## config.mk

```make
export PLATFORM = sky130hd
export DESIGN_NAME = gerador_palavra
export DESIGN_NICKNAME = d
export VERILOG_FILES = /design/src/rtl/palavra_pkg.sv /design/src/rtl/temporizador_fase.sv /design/src/rtl/gerador_palavra.sv
export SDC_FILE = /design/constraint.sdc
export NUM_CORES = 1
export LEC_CHECK = 0
export BUFFER_PORTS_ARGS = -buffer_cell sky130_fd_sc_hd__clkbuf_2
export CORE_MARGIN = 1.5
export CORE_UTILIZATION = 58
export DETAILED_ROUTE_END_ITERATION = 8
export PLACE_DENSITY = 0.8
export SLEW_MARGIN = 15
export SYNTH_ARGS = -nofsm -noshare
export SYNTH_HDL_FRONTEND = slang
export SYNTH_SLANG_ARGS = --single-unit
```

## constraint.sdc

```tcl
create_clock -name clk -period 4.2 [get_ports clk]
set_clock_uncertainty 0.15 [all_clocks]
set_input_delay 0.63 -clock clk [delete_from_list [all_inputs] [get_ports clk]]
set_output_delay 0.63 -clock clk [all_outputs]
set_load 0.03 [all_outputs]
```

## src/rtl/palavra_pkg.sv

```systemverilog
// Shared definitions for the note-sequence word generator: note codes, word
// types, FSM states and the helpers that map a word type onto its note sequence.
package palavra_pkg;

    localparam logic [3:0] nota_x1   = 4'b0000;
    localparam logic [3:0] nota_do   = 4'b0001;
    localparam logic [3:0] nota_re   = 4'b0010;
    localparam logic [3:0] nota_mi   = 4'b0011;
    localparam logic [3:0] nota_fa   = 4'b0100;
    localparam logic [3:0] nota_sol  = 4'b0101;
    localparam logic [3:0] nota_la   = 4'b0110;
    localparam logic [3:0] nota_si   = 4'b0111;
    localparam logic [3:0] nota_si_m = 4'b1111;

    localparam logic [1:0] tipo_nulo = 2'b00;
    localparam logic [1:0] tipo_adj  = 2'b01;
    localparam logic [1:0] tipo_comp = 2'b10;
    localparam logic [1:0] tipo_adv  = 2'b11;

    typedef enum logic [2:0] {
        IDLE,
        SETUP,
        STROBE,
        GAP,
        DONE
    } estado_t;

    function automatic int max3(input int a, input int b, input int c);
        int m;
        m = a;
        if (b > m) m = b;
        if (c > m) m = c;
        return m;
    endfunction

    // Number of notes in the sequence, terminator included.
    function automatic logic [2:0] comprimento(input logic [1:0] tipo);
        logic [2:0] n;
        case (tipo)
            tipo_nulo: n = 3'd3;
            tipo_adj:  n = 3'd4;
            default:   n = 3'd5;
        endcase
        return n;
    endfunction

    // Note played at position idx; positions past the word body give the terminator.
    function automatic logic [3:0] nota_da_posicao(input logic [1:0] tipo,
                                                   input logic       alt,
                                                   input logic [2:0] idx,
                                                   input logic [3:0] n1,
                                                   input logic [3:0] n2);
        logic [3:0] r;
        r = nota_x1;
        case (idx)
            3'd0: r = n1;
            3'd1: r = n2;
            3'd2: begin
                case (tipo)
                    tipo_adj, tipo_comp: r = alt ? nota_si_m : nota_la;
                    tipo_adv:            r = nota_la;
                    default:             r = nota_x1;
                endcase
            end
            3'd3: begin
                case (tipo)
                    tipo_comp: r = alt ? nota_re : nota_do;
                    tipo_adv:  r = nota_si_m;
                    default:   r = nota_x1;
                endcase
            end
            default: r = nota_x1;
        endcase
        return r;
    endfunction

endpackage

```

## src/rtl/temporizador_fase.sv

```systemverilog
// Loadable down-counter shared by the setup, strobe and gap phases; loading
// L-1 at phase entry makes the phase last exactly L cycles.
module temporizador_fase
    import palavra_pkg::*;
#(
    parameter int W = 2
) (
    input  logic         clk,
    input  logic         reset,
    input  logic         load,
    input  logic [W-1:0] valor,
    output logic         fim
);

    logic [W-1:0] contador;

    always_ff @(posedge clk or negedge reset) begin
        if (!reset) begin
            contador <= '0;
        end else if (load) begin
            contador <= valor;
        end else if (contador != '0) begin
            contador <= contador - 1'b1;
        end
    end

    assign fim = (contador == '0);

endmodule

```

## src/rtl/gerador_palavra.sv

```systemverilog
// Plays the note sequence of a requested word type on nota, qualified by an
// ok strobe with programmable setup, pulse and gap lengths.
module gerador_palavra
    import palavra_pkg::*;
#(
    parameter int SETUP_CYC = 2,
    parameter int PULSE_CYC = 2,
    parameter int GAP_CYC   = 2
) (
    input  logic       clk,
    input  logic       reset,
    input  logic       start,
    input  logic [1:0] tipo,
    input  logic       alt,
    input  logic [3:0] nota1,
    input  logic [3:0] nota2,
    output logic [3:0] nota,
    output logic       ok,
    output logic       busy,
    output logic       done
);

    localparam int CMAX = max3(SETUP_CYC, PULSE_CYC, GAP_CYC);
    localparam int CW   = $clog2(CMAX + 1);

    localparam logic [CW-1:0] LD_SETUP = CW'(SETUP_CYC - 1);
    localparam logic [CW-1:0] LD_PULSE = CW'(PULSE_CYC - 1);
    localparam logic [CW-1:0] LD_GAP   = CW'(GAP_CYC - 1);

    estado_t estado, estado_prox;

    logic          armado;
    logic [1:0]    tipo_r;
    logic          alt_r;
    logic [3:0]    n1_r, n2_r;
    logic [2:0]    idx, idx_prox;
    logic [2:0]    ultimo;
    logic [3:0]    nota_prox;
    logic          carga;
    logic [CW-1:0] carga_valor;
    logic          fim_fase;

    assign ultimo = comprimento(tipo_r) - 3'd1;

    temporizador_fase #(
        .W(CW)
    ) u_temporizador (
        .clk   (clk),
        .reset (reset),
        .load  (carga),
        .valor (carga_valor),
        .fim   (fim_fase)
    );

    // The request is latched one cycle before the first note appears, which
    // keeps every output a plain register of the FSM's next state.
    always_ff @(posedge clk or negedge reset) begin
        if (!reset) begin
            armado <= 1'b0;
            tipo_r <= tipo_nulo;
            alt_r  <= 1'b0;
            n1_r   <= nota_x1;
            n2_r   <= nota_x1;
        end else if (estado == IDLE && !armado && start) begin
            armado <= 1'b1;
            tipo_r <= tipo;
            alt_r  <= alt;
            n1_r   <= nota1;
            n2_r   <= nota2;
        end else begin
            armado <= 1'b0;
        end
    end

    always_ff @(posedge clk or negedge reset) begin
        if (!reset) begin
            estado <= IDLE;
            idx    <= 3'd0;
            nota   <= nota_x1;
            ok     <= 1'b0;
            busy   <= 1'b0;
            done   <= 1'b0;
        end else begin
            estado <= estado_prox;
            idx    <= idx_prox;
            nota   <= nota_prox;
            ok     <= (estado_prox == STROBE);
            busy   <= (estado_prox == SETUP) || (estado_prox == STROBE) || (estado_prox == GAP);
            done   <= (estado_prox == DONE);
        end
    end

    always_comb begin
        estado_prox = estado;
        idx_prox    = idx;
        nota_prox   = nota;
        carga       = 1'b0;
        carga_valor = '0;
        case (estado)
            IDLE: begin
                if (armado) begin
                    estado_prox = SETUP;
                    idx_prox    = 3'd0;
                    nota_prox   = nota_da_posicao(tipo_r, alt_r, 3'd0, n1_r, n2_r);
                    carga       = 1'b1;
                    carga_valor = LD_SETUP;
                end
            end
            SETUP: begin
                if (fim_fase) begin
                    estado_prox = STROBE;
                    carga       = 1'b1;
                    carga_valor = LD_PULSE;
                end
            end
            STROBE: begin
                if (fim_fase) begin
                    estado_prox = GAP;
                    carga       = 1'b1;
                    carga_valor = LD_GAP;
                end
            end
            GAP: begin
                if (fim_fase) begin
                    if (idx == ultimo) begin
                        estado_prox = DONE;
                    end else begin
                        estado_prox = SETUP;
                        idx_prox    = idx + 3'd1;
                        nota_prox   = nota_da_posicao(tipo_r, alt_r, idx + 3'd1, n1_r, n2_r);
                        carga       = 1'b1;
                        carga_valor = LD_SETUP;
                    end
                end
            end
            DONE: begin
                estado_prox = IDLE;
            end
            default: begin
                estado_prox = IDLE;
            end
        endcase
    end

endmodule

```

## After elaboration in Yosys (flattened, before gate mapping)

Cells that the tools add are included.

- Add/subtract/negate cells: 3
- Eq/ne operators: 17
- Mux-type cells: 33
- Reductions and logical operators: 15

Operators by type and width:

| cell | count |
|---|---|
| $mux W3 | 8 |
| $pmux W4 S2 | 3 |
| $eq A3 B2 Y1 const B | 6 |
| $mux W4 | 4 |
| $pmux W4 S4 | 1 |
| $pmux W3 S2 | 2 |
| $pmux W3 S4 | 1 |
| $eq A3 B1 Y1 const B | 3 |
| $mux W1 | 9 |
| $logic_not A3 Y1 | 2 |
| $mux W2 | 3 |
| $ne A2 B2 Y1 const B | 3 |
| $pmux W1 S3 | 2 |
| $reduce_bool A2 Y1 | 3 |
| $eq A2 B2 Y1 const B | 2 |
| $logic_not A2 Y1 | 2 |
| $reduce_and A4 Y1 | 1 |
| $reduce_or A2 Y1 | 2 |
| $add A3 B1 Y3 const B | 1 |
| $eq A3 B3 Y1 | 1 |
| $eq A3 B3 Y1 const B | 1 |
| $sub A3 B1 Y3 const B | 1 |
| $eq A2 B1 Y1 const B | 1 |
| $logic_and A1 B1 Y1 | 2 |
| other kinds (3) | 4 |

- Bits in registers: 27
- Input port bits: 14
- Output and inout port bits: 7
- Word-level logic and storage cells: 80

## Logic depth before layout (Yosys ltp)

- Word-level depth: 10
- Mapped depth: 9
- Mapped depth without buffers: 8

## Cells and area by module

From an unflattened synthesis, not the netlist that was laid out.

- Cell total of the unflattened synthesis: 138
- Area, all modules: 1547.7 um^2

By module, submodules not included:

| module | times used | cells an instance | area an instance (um^2) | sequential area each (um^2) |
|---|---|---|---|---|
| gerador_palavra | 1 | 126 | 1433.9 | 625.6 |
| temporizador_fase | 1 | 12 | 113.9 | 50.0 |

## Worst setup path after synthesis

OpenSTA, ideal clock, no wires.

- Kind: register to register
- From: register tipo_r[1]
- To: register nota[2]
- Library setup time: 0.125 ns
- Arrival: 2.131 ns
- Data required time: 3.925 ns
- Slack: 1.794 ns
- Stages on the path, launching flop included: 10
- Path buffers: 1
- Clock period less this slack: 2.406 ns
- Path through: dfrtp_1 -> inv_1 -> ha_1 -> inv_1 -> ha_1 -> xor2_2 -> a311oi_4 -> or2_1 -> buf_6 -> mux2_4

- Cells in the longest elaborated chain, start to end: 7
- Elaborated cells between the ends (all ways): 16

Ends and longest elaborated chain:

| element | RTL line | RTL |
|---|---|---|
| start, declared | gerador_palavra.sv:33 | `logic [1:0] tipo_r;` |
| start signal, assigned | gerador_palavra.sv:60 | `tipo_r <= tipo_nulo;` |
| start signal, assigned | gerador_palavra.sv:66 | `tipo_r <= tipo;` |
| parallel branches: the longest is 7 deep, another holds $sub A3 B1 Y3 | - |  |
| end signal, assigned | gerador_palavra.sv:79 | `nota <= nota_x1;` |
| end signal, assigned | gerador_palavra.sv:86 | `nota <= nota_prox;` |
| end, declared | gerador_palavra.sv:17 | `output logic [3:0] nota,` |

Several ways; the timed one is not identified. The select of a mux whose other input is x is not followed.
A chain may end at the register's enable or synchronous reset.

## Final worst setup path

Ends and elaborated chain as after synthesis.

==> impl_metrics.json <==
{
  "critical_path_class": "flop to flop",
  "leakage_uw": 0.000788,
  "ys_types": 37,
  "firstDrtPassIters": 4,
  "worstPathMaxFanout": 7,
  "postCtsSetupBuffers": 0,
  "crit_chain": "inv_1 > ha_1 > inv_1 > ha_1 > xor2_2 > a311oi_4 > or2_1 > mux2_4",
  "maxSlewHeadroom": 0.561,
  "grt_pass1_wl_um": 4720,
  "overflow": 0,
  "multi_input_area_um2": 766,
  "n_fill_cell": 211,
  "grt_max_degree": 28,
  "cts_root_buffer": "clkbuf_4",
  "yosys_register_bits": 27,
  "dpl.hpwl_um": 2140,
  "post-route-drc-count": 0,
  "setup_viol": 0,
  "most-common-layout-cells": "dfrtp_1, clkbuf_2, inv_1, ha_1, mux2_2",
  "reg2reg_to": "nota[2]$_DFFE_PN0P_",
  "slew_violations": 0,
  "gp_congestion": 0.945,
  "pwr_density_cell_nw_per_um2": 788,
  "timing.hold.ws_ns": 0.139,
  "status": "finished, final reports clean",
  "slowest_stage": "dfrtp_1",
  "slowest_delay_ns": 0.44,
  "die_area_um2": 2950,
  "hold_violations": 0,
  "num_io_pins": 21,
  "drt-initial-drc-count": 22,
  "critPathRequiredTime_ns": 4.28,
  "fin_crit_ns": 2.60,
  "yosys_warnings": 0,
  "antenna_found_initial": 0,
  "track_usage": 0.229,
  "cts_sinks": 27,
  "die_y_um": 54.3,
  "path_buf_inv": 2,
  "critPathArrivalTime_ns": 2.68,
  "rsz0062_at_grt": "no",
  "critPathTopFamily": "adder cells",
  "cp.depth": 8,
  "avgViaCountPerCell": 5.93,
  "antenna_left": 0,
  "hold_class": "input pin to async pin",
  "numCtsBuffers": 3,
  "ir_drop_uv": 488,
  "area_delta_synth_final_pct": 8.61,
  "grt_pass1_vias": 1004,
  "clkTransAtPathRegs_ns": 0.15,
  "ys_seq_area_frac": 0.443,
  "startpoint_type": "flop",
  "worst_setup_path_end_kind": "flop",
  "final_common_cell": "dfrtp_1",
  "clk_path_buf_depth": 2,
  "rr_startpoint": "tipo_r[1]$_DFFE_PN0P_",
  "ff2ff_setup_slack_ns": 1.60,
  "synth_nets": 165,
  "initial_core_util": 0.616,
  "period_share": 0.618,
  "cap_violations": 0,
  "syn_avg_cell_area_um2": 11.0,
  "insertion_delay_ns": 0.34,
  "drive_above_1_share": 0.278,
  "vias": 1115,
  "core_area_um2": 2480,
  "worstRegToRegCells": 8,
  "critPathLaunch": "tipo_r[1]$_DFFE_PN0P_",
  "cts.repair.resized": 0,
  "tightest_slew_ns": 0.659,
  "setup_tns_ns": 0,
  "cts_tree": "yes",
  "synth_cells": 139,
  "critPathCapture": "nota[2]$_DFFE_PN0P_",
  "syn_area_um2": 1530,
  "synth_edf_count": 0,
  "num_rows": 18,
  "antenna_cells": 0,
  "fmax_mhz": 385,
  "wl_per_cell_um": 15.0,
  "cts_hold_buf": 0,
  "nets": 185,
  "seqCellArea_um2": 676,
  "ys.flop_type": "dfrtp_1",
  "h-tree-depth": 1,
  "async_reset_ff_frac": 1.00,
  "die_w_um": 54.3,
  "numPortBuffers": 20,
  "preCtsSetupSlack_ns": 1.64,
  "worst_slack_ns": 1.60,
  "routed_wl_um": 2810
}
-- layout make-up --
class	instances	area share
Clock buffer	3	0.0136
Clock inverter	1	0.00453
Inverter	13	0.0294
Multi-Input combinational cell	94	0.462
Sequential cell	27	0.408
Tap cell	30	0.0226
Timing Repair Buffer	20	0.0604
-- metal layers --
metal,part of all wire,global-route usage,vias to the layer above
met5,0,0,-
met4,0.022,0.113,0
met3,0.054,0.0301,8
met2,0.51,0.371,36
met1,0.42,0.299,552
li1,-,-,519
-- worst min-delay path by stage --
| stage | from | end | slack, ns | cells past startpoint |
|---|---|---|---|---|
| finish | reset | u_temporizador.contador[0]$_DFFE_PN0P_ | 0.14 | 1 |
| global route | reset | n2_r[1]$_DFFE_PN0P_ | 0.19 | 1 |
| CTS | reset | n2_r[1]$_DFFE_PN0P_ | 0.14 | 1 |
| detailed placement | n2_r[2]$_DFFE_PN0P_ | n2_r[2]$_DFFE_PN0P_ | 0.36 | 1 |
| global placement | n2_r[1]$_DFFE_PN0P_ | n2_r[1]$_DFFE_PN0P_ | 0.34 | 1 |
| floorplan | reset | alt_r$_DFFE_PN0P_ | 0.18 | 0 |
-- metrics by stage --
stage                     utilization  std cells  area, um2  total power (uW)
after global routing            0.669        188       1660              1420
final                           0.669        188       1660              1310
after CTS                       0.669        188       1660              1320
after global placement          0.657        184       1630              1160
after floorplan                     -        139       1530              1050
after detailed placement        0.657        184       1630              1200
-- cells by family after synthesis --
group / after synthesis / synth area share
xor+xnor: 5 / 0.0434
buf+inv: 18 / 0.0557
simple gates: 38 / 0.140
fa+ha+maj: 12 / 0.0984
flops: 27 / 0.443
mux: 12 / 0.0910
compound gates: 27 / 0.129
-- report_power, final --
part           switching (uW)  total [uW]  leakage [uW]  internal [uW]
Clock                    79.9         116     0.0000139           36.5
Combinational             385         692      0.000446            307
Sequential                122         499      0.000329            377
Total                     587        1310      0.000788            720
-- Yosys cell counts (all sizes together), types with 5 or more instances --
cell / number / area share
dfrtp: 27 / 0.44
inv: 13 / 0.032
ha: 12 / 0.098
mux2: 12 / 0.091
nand2: 10 / 0.025
nor3: 8 / 0.030
o21ai: 7 / 0.023
a21oi: 6 / 0.020
a22oi: 5 / 0.025
buf: 5 / 0.024
-- flip-flops by register name, indices dropped and copies added (netlist names), 2 cells and up --
register                 count
estado                       3
idx                          3
n1_r                         4
n2_r                         4
nota                         4
tipo_r                       2
u_temporizador.contador      2
Power figures use the tool's default switching activity.
